===== config.mk =====
export PLATFORM = sky130hd
export DESIGN_NAME = wino_tile_scheduler_flat
export DESIGN_NICKNAME = d
export VERILOG_FILES = /design/src/rtl/wino_tile_scheduler_if.sv /design/src/rtl/wino_tile_scheduler.sv /design/src/flat_wrapper.sv
export SDC_FILE = /design/constraint.sdc
export NUM_CORES = 1
export LEC_CHECK = 0
export CORE_MARGIN = 5
export CORE_UTILIZATION = 52
export CTS_CLUSTER_DIAMETER = 50
export DETAILED_ROUTE_END_ITERATION = 8
export PLACE_DENSITY = 0.81
export RECOVER_POWER = 100
export SLEW_MARGIN = 20
export SYNTH_ARGS = -nofsm -noshare
export SYNTH_HDL_FRONTEND = slang
export SYNTH_SLANG_ARGS = --single-unit

===== constraint.sdc =====
create_clock -name clk -period 4.66 [get_ports clk]
set_clock_uncertainty 0.15 [all_clocks]
set_input_delay 0.932 -clock clk [delete_from_list [all_inputs] [get_ports clk]]
set_output_delay 0.932 -clock clk [all_outputs]
set_load 0.1 [all_outputs]

===== src/rtl/wino_tile_scheduler_if.sv =====
// Pixel-source, line-buffer bank and tile-flag signals of the Winograd tile scheduler.
// master = pixel source / bank array / transform side, slave = scheduler.
interface wino_tile_scheduler_if #(
  parameter int DW = 8,
  parameter int AW = 10,
  parameter int RW = 9
);
  logic          start;
  logic          pix_valid;
  logic [DW-1:0] pix_data;
  logic          pix_ready;
  logic [3:0]    wr_en;
  logic [AW-1:0] wr_addr;
  logic [DW-1:0] wr_data;
  logic          rd_en;
  logic [AW-1:0] rd_addr;
  logic [7:0]    bank_map;
  logic          col_valid;
  logic          tile_valid;
  logic [RW-1:0] tile_row;
  logic [AW-1:0] tile_col;
  logic          busy;
  logic          done;

  modport master (
    output start, pix_valid, pix_data,
    input  pix_ready, wr_en, wr_addr, wr_data, rd_en, rd_addr, bank_map,
           col_valid, tile_valid, tile_row, tile_col, busy, done
  );

  modport slave (
    input  start, pix_valid, pix_data,
    output pix_ready, wr_en, wr_addr, wr_data, rd_en, rd_addr, bank_map,
           col_valid, tile_valid, tile_row, tile_col, busy, done
  );
endinterface


===== src/rtl/wino_tile_scheduler.sv =====
// Four-bank line-buffer sequencer for Winograd F(2x2,3x3): row-steered writes, stride-2 column reads.
// Writes are combinational from accept; tile flags follow rd_en by 1 cycle; pix_ready drops before an unread location.
module wino_tile_scheduler #(
  parameter int IMG_W = 640,
  parameter int IMG_H = 360,
  parameter int DW    = 8,
  parameter int AW    = 10,
  parameter int RW    = 9
) (
  input  logic                  clk,
  input  logic                  rst,
  wino_tile_scheduler_if.slave  bus
);
  localparam int RRW = RW + 2;

  typedef enum logic [1:0] {S_IDLE, S_WAIT, S_READ, S_DONE} state_t;

  state_t         state, state_nxt;
  logic [AW-1:0]  wr_col, rd_col;
  logic [RRW-1:0] wr_row, row_lim;
  logic [RW-1:0]  k;
  logic           accept, rd_last, frame_last, tile_hit;
  logic           col_valid_q, tile_valid_q;
  logic [RW-1:0]  tile_row_q;
  logic [AW-1:0]  tile_col_q;

  // row_lim = 2k+4: first row that lands on a bank still holding tile row k
  assign row_lim    = {1'b0, k, 1'b0} + RRW'(4);
  assign rd_last    = (rd_col == AW'(IMG_W - 1));
  assign frame_last = (k == RW'(IMG_H / 2 - 2));
  assign tile_hit   = (state == S_READ) && rd_col[0] && (rd_col >= AW'(3));

  always_comb begin
    bus.pix_ready = 1'b0;
    if ((state == S_WAIT || state == S_READ) && (wr_row < RRW'(IMG_H))) begin
      if (wr_row < row_lim)
        bus.pix_ready = 1'b1;
      else if ((wr_row == row_lim || wr_row == row_lim + RRW'(1)) &&
               (state == S_READ) && (rd_col > wr_col))
        bus.pix_ready = 1'b1;
    end
  end

  assign accept      = bus.pix_valid & bus.pix_ready;
  assign bus.wr_en   = accept ? (4'b0001 << wr_row[1:0]) : 4'b0000;
  assign bus.wr_addr = wr_col;
  assign bus.wr_data = accept ? bus.pix_data : '0;

  always_ff @(posedge clk) begin
    if (rst) state <= S_IDLE;
    else     state <= state_nxt;
  end

  always_comb begin
    state_nxt = state;
    case (state)
      S_IDLE:  if (bus.start) state_nxt = S_WAIT;
      S_WAIT:  if (wr_row >= row_lim) state_nxt = S_READ;
      S_READ:  if (rd_last) state_nxt = frame_last ? S_DONE : S_WAIT;
      default: state_nxt = S_IDLE;
    endcase
  end

  always_ff @(posedge clk) begin
    if (rst) begin
      wr_col <= '0;
      wr_row <= '0;
      rd_col <= '0;
      k      <= '0;
    end else if (state == S_IDLE) begin
      if (bus.start) begin
        wr_col <= '0;
        wr_row <= '0;
        rd_col <= '0;
        k      <= '0;
      end
    end else begin
      if (accept) begin
        if (wr_col == AW'(IMG_W - 1)) begin
          wr_col <= '0;
          wr_row <= wr_row + RRW'(1);
        end else begin
          wr_col <= wr_col + AW'(1);
        end
      end
      if (state == S_READ) begin
        if (rd_last) begin
          rd_col <= '0;
          if (!frame_last) k <= k + RW'(1);
        end else begin
          rd_col <= rd_col + AW'(1);
        end
      end
    end
  end

  // Bank data appears one cycle after rd_en, so tile flags are registered alongside it
  always_ff @(posedge clk) begin
    if (rst) begin
      col_valid_q  <= 1'b0;
      tile_valid_q <= 1'b0;
      tile_row_q   <= '0;
      tile_col_q   <= '0;
    end else begin
      col_valid_q  <= (state == S_READ);
      tile_valid_q <= tile_hit;
      tile_row_q   <= tile_hit ? k : '0;
      tile_col_q   <= tile_hit ? ((rd_col - AW'(3)) >> 1) : '0;
    end
  end

  assign bus.rd_en      = (state == S_READ);
  assign bus.rd_addr    = rd_col;
  assign bus.bank_map   = k[0] ? 8'h4E : 8'hE4;
  assign bus.col_valid  = col_valid_q;
  assign bus.tile_valid = tile_valid_q;
  assign bus.tile_row   = tile_row_q;
  assign bus.tile_col   = tile_col_q;
  assign bus.busy       = (state == S_WAIT) || (state == S_READ);
  assign bus.done       = (state == S_DONE);
endmodule

===== src/flat_wrapper.sv =====
// flat-port wrapper written by rule: the top's interface ports become plain ports
module wino_tile_scheduler_flat 
#(
  parameter int IMG_W = 640,
  parameter int IMG_H = 360,
  parameter int DW    = 8,
  parameter int AW    = 10,
  parameter int RW    = 9
)
  (clk, rst, bus_start, bus_pix_valid, bus_pix_data, bus_pix_ready, bus_wr_en, bus_wr_addr, bus_wr_data, bus_rd_en, bus_rd_addr, bus_bank_map, bus_col_valid, bus_tile_valid, bus_tile_row, bus_tile_col, bus_busy, bus_done);
  wino_tile_scheduler_if #(.DW(DW), .AW(AW), .RW(RW)) bus_i ();
  input  logic clk;
  input  logic rst;
  input wire logic [$bits(bus_i.start)-1:0] bus_start;
  input wire logic [$bits(bus_i.pix_valid)-1:0] bus_pix_valid;
  input wire logic [$bits(bus_i.pix_data)-1:0] bus_pix_data;
  output wire logic [$bits(bus_i.pix_ready)-1:0] bus_pix_ready;
  output wire logic [$bits(bus_i.wr_en)-1:0] bus_wr_en;
  output wire logic [$bits(bus_i.wr_addr)-1:0] bus_wr_addr;
  output wire logic [$bits(bus_i.wr_data)-1:0] bus_wr_data;
  output wire logic [$bits(bus_i.rd_en)-1:0] bus_rd_en;
  output wire logic [$bits(bus_i.rd_addr)-1:0] bus_rd_addr;
  output wire logic [$bits(bus_i.bank_map)-1:0] bus_bank_map;
  output wire logic [$bits(bus_i.col_valid)-1:0] bus_col_valid;
  output wire logic [$bits(bus_i.tile_valid)-1:0] bus_tile_valid;
  output wire logic [$bits(bus_i.tile_row)-1:0] bus_tile_row;
  output wire logic [$bits(bus_i.tile_col)-1:0] bus_tile_col;
  output wire logic [$bits(bus_i.busy)-1:0] bus_busy;
  output wire logic [$bits(bus_i.done)-1:0] bus_done;
  assign bus_i.start = bus_start;
  assign bus_i.pix_valid = bus_pix_valid;
  assign bus_i.pix_data = bus_pix_data;
  assign bus_pix_ready = bus_i.pix_ready;
  assign bus_wr_en = bus_i.wr_en;
  assign bus_wr_addr = bus_i.wr_addr;
  assign bus_wr_data = bus_i.wr_data;
  assign bus_rd_en = bus_i.rd_en;
  assign bus_rd_addr = bus_i.rd_addr;
  assign bus_bank_map = bus_i.bank_map;
  assign bus_col_valid = bus_i.col_valid;
  assign bus_tile_valid = bus_i.tile_valid;
  assign bus_tile_row = bus_i.tile_row;
  assign bus_tile_col = bus_i.tile_col;
  assign bus_busy = bus_i.busy;
  assign bus_done = bus_i.done;
  wino_tile_scheduler #(.IMG_W(IMG_W), .IMG_H(IMG_H), .DW(DW), .AW(AW), .RW(RW)) u_core (.clk(clk), .rst(rst), .bus(bus_i));
endmodule

* Word level (Yosys, flattened, before mapping)
Cells that the tools add are included.
** Cells by class
- Add/sub/neg operators :: 7
- $lt $le $gt $ge :: 5
- Equality and inequality tests :: 12
- Shifts and indexed selects :: 1
- Muxes and demuxes :: 27
- Bitwise operators :: 2
- Reductions and logical operators :: 18
** Operator list (count)
- 2-to-1 mux 10 bit :: 7
- 2-to-1 mux 9 bit :: 5
- 2-to-1 mux 11 bit :: 4
- adder 11 x 1 -> 11 bit (second input constant) :: 2
- == test 11 bit :: 2
- adder 10 x 1 -> 10 bit (second input constant) :: 2
- == test 10 bit (second input constant) :: 2
- 2-to-1 mux 8 bit :: 2
- adder 10 x 3 -> 11 bit (second input constant) :: 1
- greater-or-equal comparator 11 bit :: 1
- less-than comparator 11 bit :: 1
- less-than comparator 11 x 9 -> 1 bit (second input constant) :: 1
- greater-or-equal comparator 10 x 2 -> 1 bit (second input constant) :: 1
- greater-than comparator 10 bit :: 1
- subtractor 10 x 2 -> 10 bit (second input constant) :: 1
- adder 9 x 1 -> 9 bit (second input constant) :: 1
- == test 9 x 8 -> 1 bit (second input constant) :: 1
- 2-to-1 mux 2 bit :: 4
- nonzero test 2 bit :: 4
- case mux 2 bit (3 select lines) :: 1
- AND reduction 3 bit :: 2
- logical AND 1 bit :: 5
- == test 2 bit (second input constant) :: 2
- 2-to-1 mux 4 bit :: 1
- other kinds (12) :: 18
** Word-level totals
- Register bits :: 63
- Bits of input ports :: 12
- Output and inout bits :: 65
- Logic and storage cells :: 82

* Logic depth before layout (Yosys ltp)
- Word-level depth :: 12
- Gate-level depth with buffers :: 13
- Depth with buffers taken out :: 11

* Worst setup path after synthesis
Ideal clock, no wire load.
- Path type :: register to output
- From :: register u_core.k[1]
- To :: output bus_pix_ready
- Arrival time :: 3.264 ns
- Required time :: 3.578 ns
- Path slack :: 0.314 ns
- Cell stages (with the launch flop) :: 11
- Buffers on the path :: 0
- Cells stage by stage :: dfxtp_1 ha_1 and3_1 nand3_1 xor2_1 ha_1 a211o_1 o211ai_1 o2111a_1 a21oi_1 nor2_1
** On the way
- Cells in the longest elaborated chain, start to end :: 9
- Elaborated cells between the ends (all ways) :: 11
- Those cells by class :: add/sub (2); order compare (1); eq/ne (2); mux (3); reduce/logical (3)
** Ends and longest elaborated chain
- start: declaration :: line wino_tile_scheduler.sv:21 : logic [RW-1:0] k;
- start signal: assignment :: line wino_tile_scheduler.sv:89 : if (!frame_last) k <= k + RW'(1);
- adder 10 x 3 -> 11 bit (*) :: line wino_tile_scheduler.sv:28 : assign row_lim = {1'b0, k, 1'b0} + RRW'(4);
- adder 11 x 1 -> 11 bit :: line wino_tile_scheduler.sv:38 : else if ((wr_row == row_lim || wr_row == row_lim + RRW'(1)) &&
- == test 11 bit :: line wino_tile_scheduler.sv:38
- logical OR 1 bit :: line wino_tile_scheduler.sv:38
- logical AND 1 bit :: line wino_tile_scheduler.sv:38
- logical AND 1 bit :: line wino_tile_scheduler.sv:39 : (state == S_READ) && (rd_col > wr_col))
- 2-to-1 mux 1 bit :: line wino_tile_scheduler.sv:38
- 2-to-1 mux 1 bit (*) :: line wino_tile_scheduler.sv:36 : if (wr_row < row_lim)
- 2-to-1 mux 1 bit (*) :: line wino_tile_scheduler.sv:35 : if ((state == S_WAIT || state == S_READ) && (wr_row < RRW'(IMG_H))) begin
- end: declaration :: line flat_wrapper.sv:17 : output wire logic [$bits(bus_i.pix_ready)-1:0] bus_pix_ready;
Mark *: on every way between the ends. The rest lies on a longest branch, timed or not.

* Final worst setup path
- From :: register u_core.k[2]
- To :: output bus_wr_en[1]
** On the way
- Cells in the longest elaborated chain, start to end :: 11
- Elaborated cells between the ends (all ways) :: 13
- Those cells by class :: add/sub (2); order compare (1); eq/ne (2); mux (4); bitwise (1); reduce/logical (3)
** Ends and longest elaborated chain
- adder 10 x 3 -> 11 bit (*) :: line wino_tile_scheduler.sv:28
- adder 11 x 1 -> 11 bit :: line wino_tile_scheduler.sv:38
- == test 11 bit :: line wino_tile_scheduler.sv:38
- logical OR 1 bit :: line wino_tile_scheduler.sv:38
- logical AND 1 bit :: line wino_tile_scheduler.sv:38
- logical AND 1 bit :: line wino_tile_scheduler.sv:39
- 2-to-1 mux 1 bit :: line wino_tile_scheduler.sv:38
- 2-to-1 mux 1 bit (*) :: line wino_tile_scheduler.sv:36
- 2-to-1 mux 1 bit (*) :: line wino_tile_scheduler.sv:35
- bitwise AND 1 bit (*) :: line wino_tile_scheduler.sv:44 : assign accept = bus.pix_valid & bus.pix_ready;
- 2-to-1 mux 4 bit (*) :: line wino_tile_scheduler.sv:45 : assign bus.wr_en = accept ? (4'b0001 << wr_row[1:0]) : 4'b0000;
- end: declaration :: line flat_wrapper.sv:18 : output wire logic [$bits(bus_i.wr_en)-1:0] bus_wr_en;
Marks and branches as above.

==> results_dict.tcl <==
set metrics [dict create \
    maxCapViolCount 1 \
    gp_congestion 0.909 \
    grt_start_max_net_pins 21 \
    critical_path_class "reg2out" \
    synth_edf_count 0 \
    ioPinCount 77 \
    power_uw 1920 \
    ant_nets 0 \
    powerDensity_mw_per_mm2 410 \
    antenna_found_initial 0 \
    syn_to_final_growth_pct 25.8 \
    ys_top_cells_by_count "dfxtp_1 (62), nor2_1 (49), ha_1 (34), nand2_1 (32), inv_1 (24)" \
    grt_pass1_wl_um 15000 \
    synth_top_area_share_pct 33.3 \
    setup_viol 0 \
    ys_seq_elements 62 \
    p_leak_uw 0.00197 \
    slowest_stage "dfxtp_1" \
    core_area_mm2 0.00687 \
    status "finished, violations left" \
    diodes 0 \
    synthTopCellsByArea "dfxtp_1 (33%), ha_1 (11%), nor2_1 (4.9%)" \
    cts.sinks 62 \
    initial_core_util_pct 54.3 \
    worst_pin_slew_ps 1870 \
    via_per_inst 5.56 \
    cp_num_buf_inv 1 \
    worstPathRequired_ps 3580 \
    rsz0062_at_grt "false" \
    cp_cell_sequence "ha_1 -> and3_1 -> nand3_1 -> xor2_1 -> ha_1 -> and4_1 -> nand3_1 -> nor4_2 -> a22o_2 -> and2_0 -> buf_12" \
    insertion_delay_ps 330 \
    wl_um 8950 \
    synth_most_common_cell "dfxtp_1" \
    hold_path_class "reg2reg" \
    hold_slack_ps 362 \
    track_usage_pct 20.8 \
    yosysTopAreaCell "dfxtp_1" \
    drtPass1Iterations 4 \
    die_height_um 94.7 \
    ir_worst_vdd_v 0.000272 \
    netlist-cell-type-count 61 \
    finalSetupTns_ps 0 \
    crit_family "simple AND/OR/NAND/NOR gates" \
    dieArea_mm2 0.00896 \
    syn_inst 444 \
    synthFlopType "dfxtp_1" \
    yosysSeqAreaShare_pct 33.3 \
    ys_warn_count 0 \
    crit_fanout 13 \
    drive_above_1_share_pct 8.25 \
    drt_iter0_drc 156 \
    grt_overflow 0 \
    routed-via-count 3362 \
    crit_path_end_kind "primary output" \
    critPathArrivalTime_ps 3310 \
    syn_area_mm2 0.00373 \
    dp_hpwl_um 6650 \
    rows 30 \
    post-cts-setup-buffer-count 0 \
    cts_tree "built" \
    cts_made_buffers 9 \
    first_global_vias 3165 \
    synthArstFlopShare_pct 0 \
    post-route-period-util_pct 94.3 \
    clockRootBuffer "clkbuf_8" \
    nNetsFinal 550 \
    clk_pin_slew_ps 70 \
    io_buffers 71 \
    remaining_drc_errors 0 \
    slew_viol_final 12 \
    fp.dieW_um 94.7 \
    period_needed_ps 4390 \
    critPathLaunchType "flop" \
    fmax_ghz 0.228 \
    violations "capacitance limit, slew limit" \
    finalHoldViolations 0 \
    htree_levels 3 \
    critical-path-max-stage-delay_ps 480 \
    maxSlewHeadroom_pct -26.5 \
    ctsLongestPathBuffers 2 \
    synth_area_per_cell_um2 8.39 \
    wl_per_cell_um 14.8 \
]
[path summary, 6_finish.rpt]
kind,from,end,slack [ps],depth (start not counted)
setup / recovery,u_core.k[2],bus_wr_en[1],270,11
hold / removal,u_core.wr_row[8],u_core.wr_row[8],360,2
setup reg to reg,u_core.bus.rd_addr[2],u_core.bus.tile_row[2],490,5
hold reg to reg,u_core.wr_row[8],u_core.wr_row[8],360,2
[sequential cells by signal, indices dropped and copies added (netlist names)]
signal                 cells
u_core.bus.col_valid       1
u_core.bus.tile_col        9
u_core.bus.tile_valid      1
u_core.wr_row             11
u_core.bus.wr_addr        10
u_core.bus.tile_row        9
u_core.bus.rd_addr        10
u_core.k                   9
u_core.state               2
[power by group]
group / switching [µW] / internal [µW]
Clock: 213 / 246
Combinational: 665 / 222
Sequential: 26.8 / 547
[cell type report]
class | count | area [µm²]
Inverter | 25 | 93.8
Fill cell | 560 | 2180
Clock buffer | 10 | 128
Clock inverter | 6 | 62.6
Multi-Input combinational cell | 333 | 2240
Timing Repair Buffer | 73 | 806
Tap cell | 96 | 120
Sequential cell | 62 | 1240
[worst register-to-register path: stages (launching register included)]
cell      delay, ps
dfxtp_1         440
or4_1           610
or3_1           370
o311ai_0       1490
clkinv_1        640
and2_1          360
[metal layers]
metal  vias up  share of wire, %  global-route usage, %
li1       1670                 -                      -
met1      1547                43                   26.1
met2       127                48                   33.9
met3        18               7.4                   4.86
met4         0               1.7                   9.13
met5         -                 0                      0
[cell usage in the layout (no fill, tap or decap), types with 5 or more instances in the layout]
cell,instances
a21oi_1,16
a221o_1,5
and2_0,9
and2_1,11
and3_1,8
buf_12,8
clkbuf_8,9
clkdlybuf4s50_1,10
conb_1,5
dfxtp_1,62
dlygate4sd3_1,48
ha_1,34
inv_1,24
mux2i_1,7
nand2_1,32
nand2b_1,5
nand3_1,20
nand4_1,13
nor2_1,49
nor3_1,14
o21ai_0,16
or2_2,5
or3_1,11
xnor2_1,10
xor2_1,15
[cell families (layout without fill, tap and decap cells)]
family | after synthesis | after routing | synth area share [%]
and+or+nand+nor | 198 | 198 | 28.1
AOI/OAI and AO/OA | 62 | 62 | 12.1
DFF | 62 | 62 | 33.3
buffers and inverters | 52 | 114 | 6.55
adders and majority gates | 34 | 34 | 11.4
xor gates and xnor gates | 25 | 25 | 5.87
muxes | 9 | 9 | 2.48
other | 2 | 5 | 0.201
[timing repair]
item | in CTS | in global routing
hold buffers | 0 | 0
setup endpoints to repair | 0 | 12
gates resized for setup | 0 | 1
[through the flow]
| step | worst slack [ps] | std cells | cell area [µm²] | util, % |
|---|---|---|---|---|
| after detailed placement | 545 | 589 | 4550 | 66.3 |
| final | 266 | 605 | 4690 | 68.3 |
| after floorplan | 314 | 447 | 3740 | - |
| after global placement | 624 | 589 | 4550 | 66.3 |
| after CTS | 158 | 605 | 4740 | 69.0 |
| after global routing | 4.06 | 605 | 4690 | 68.3 |
Power figures use the tool's default switching activity.
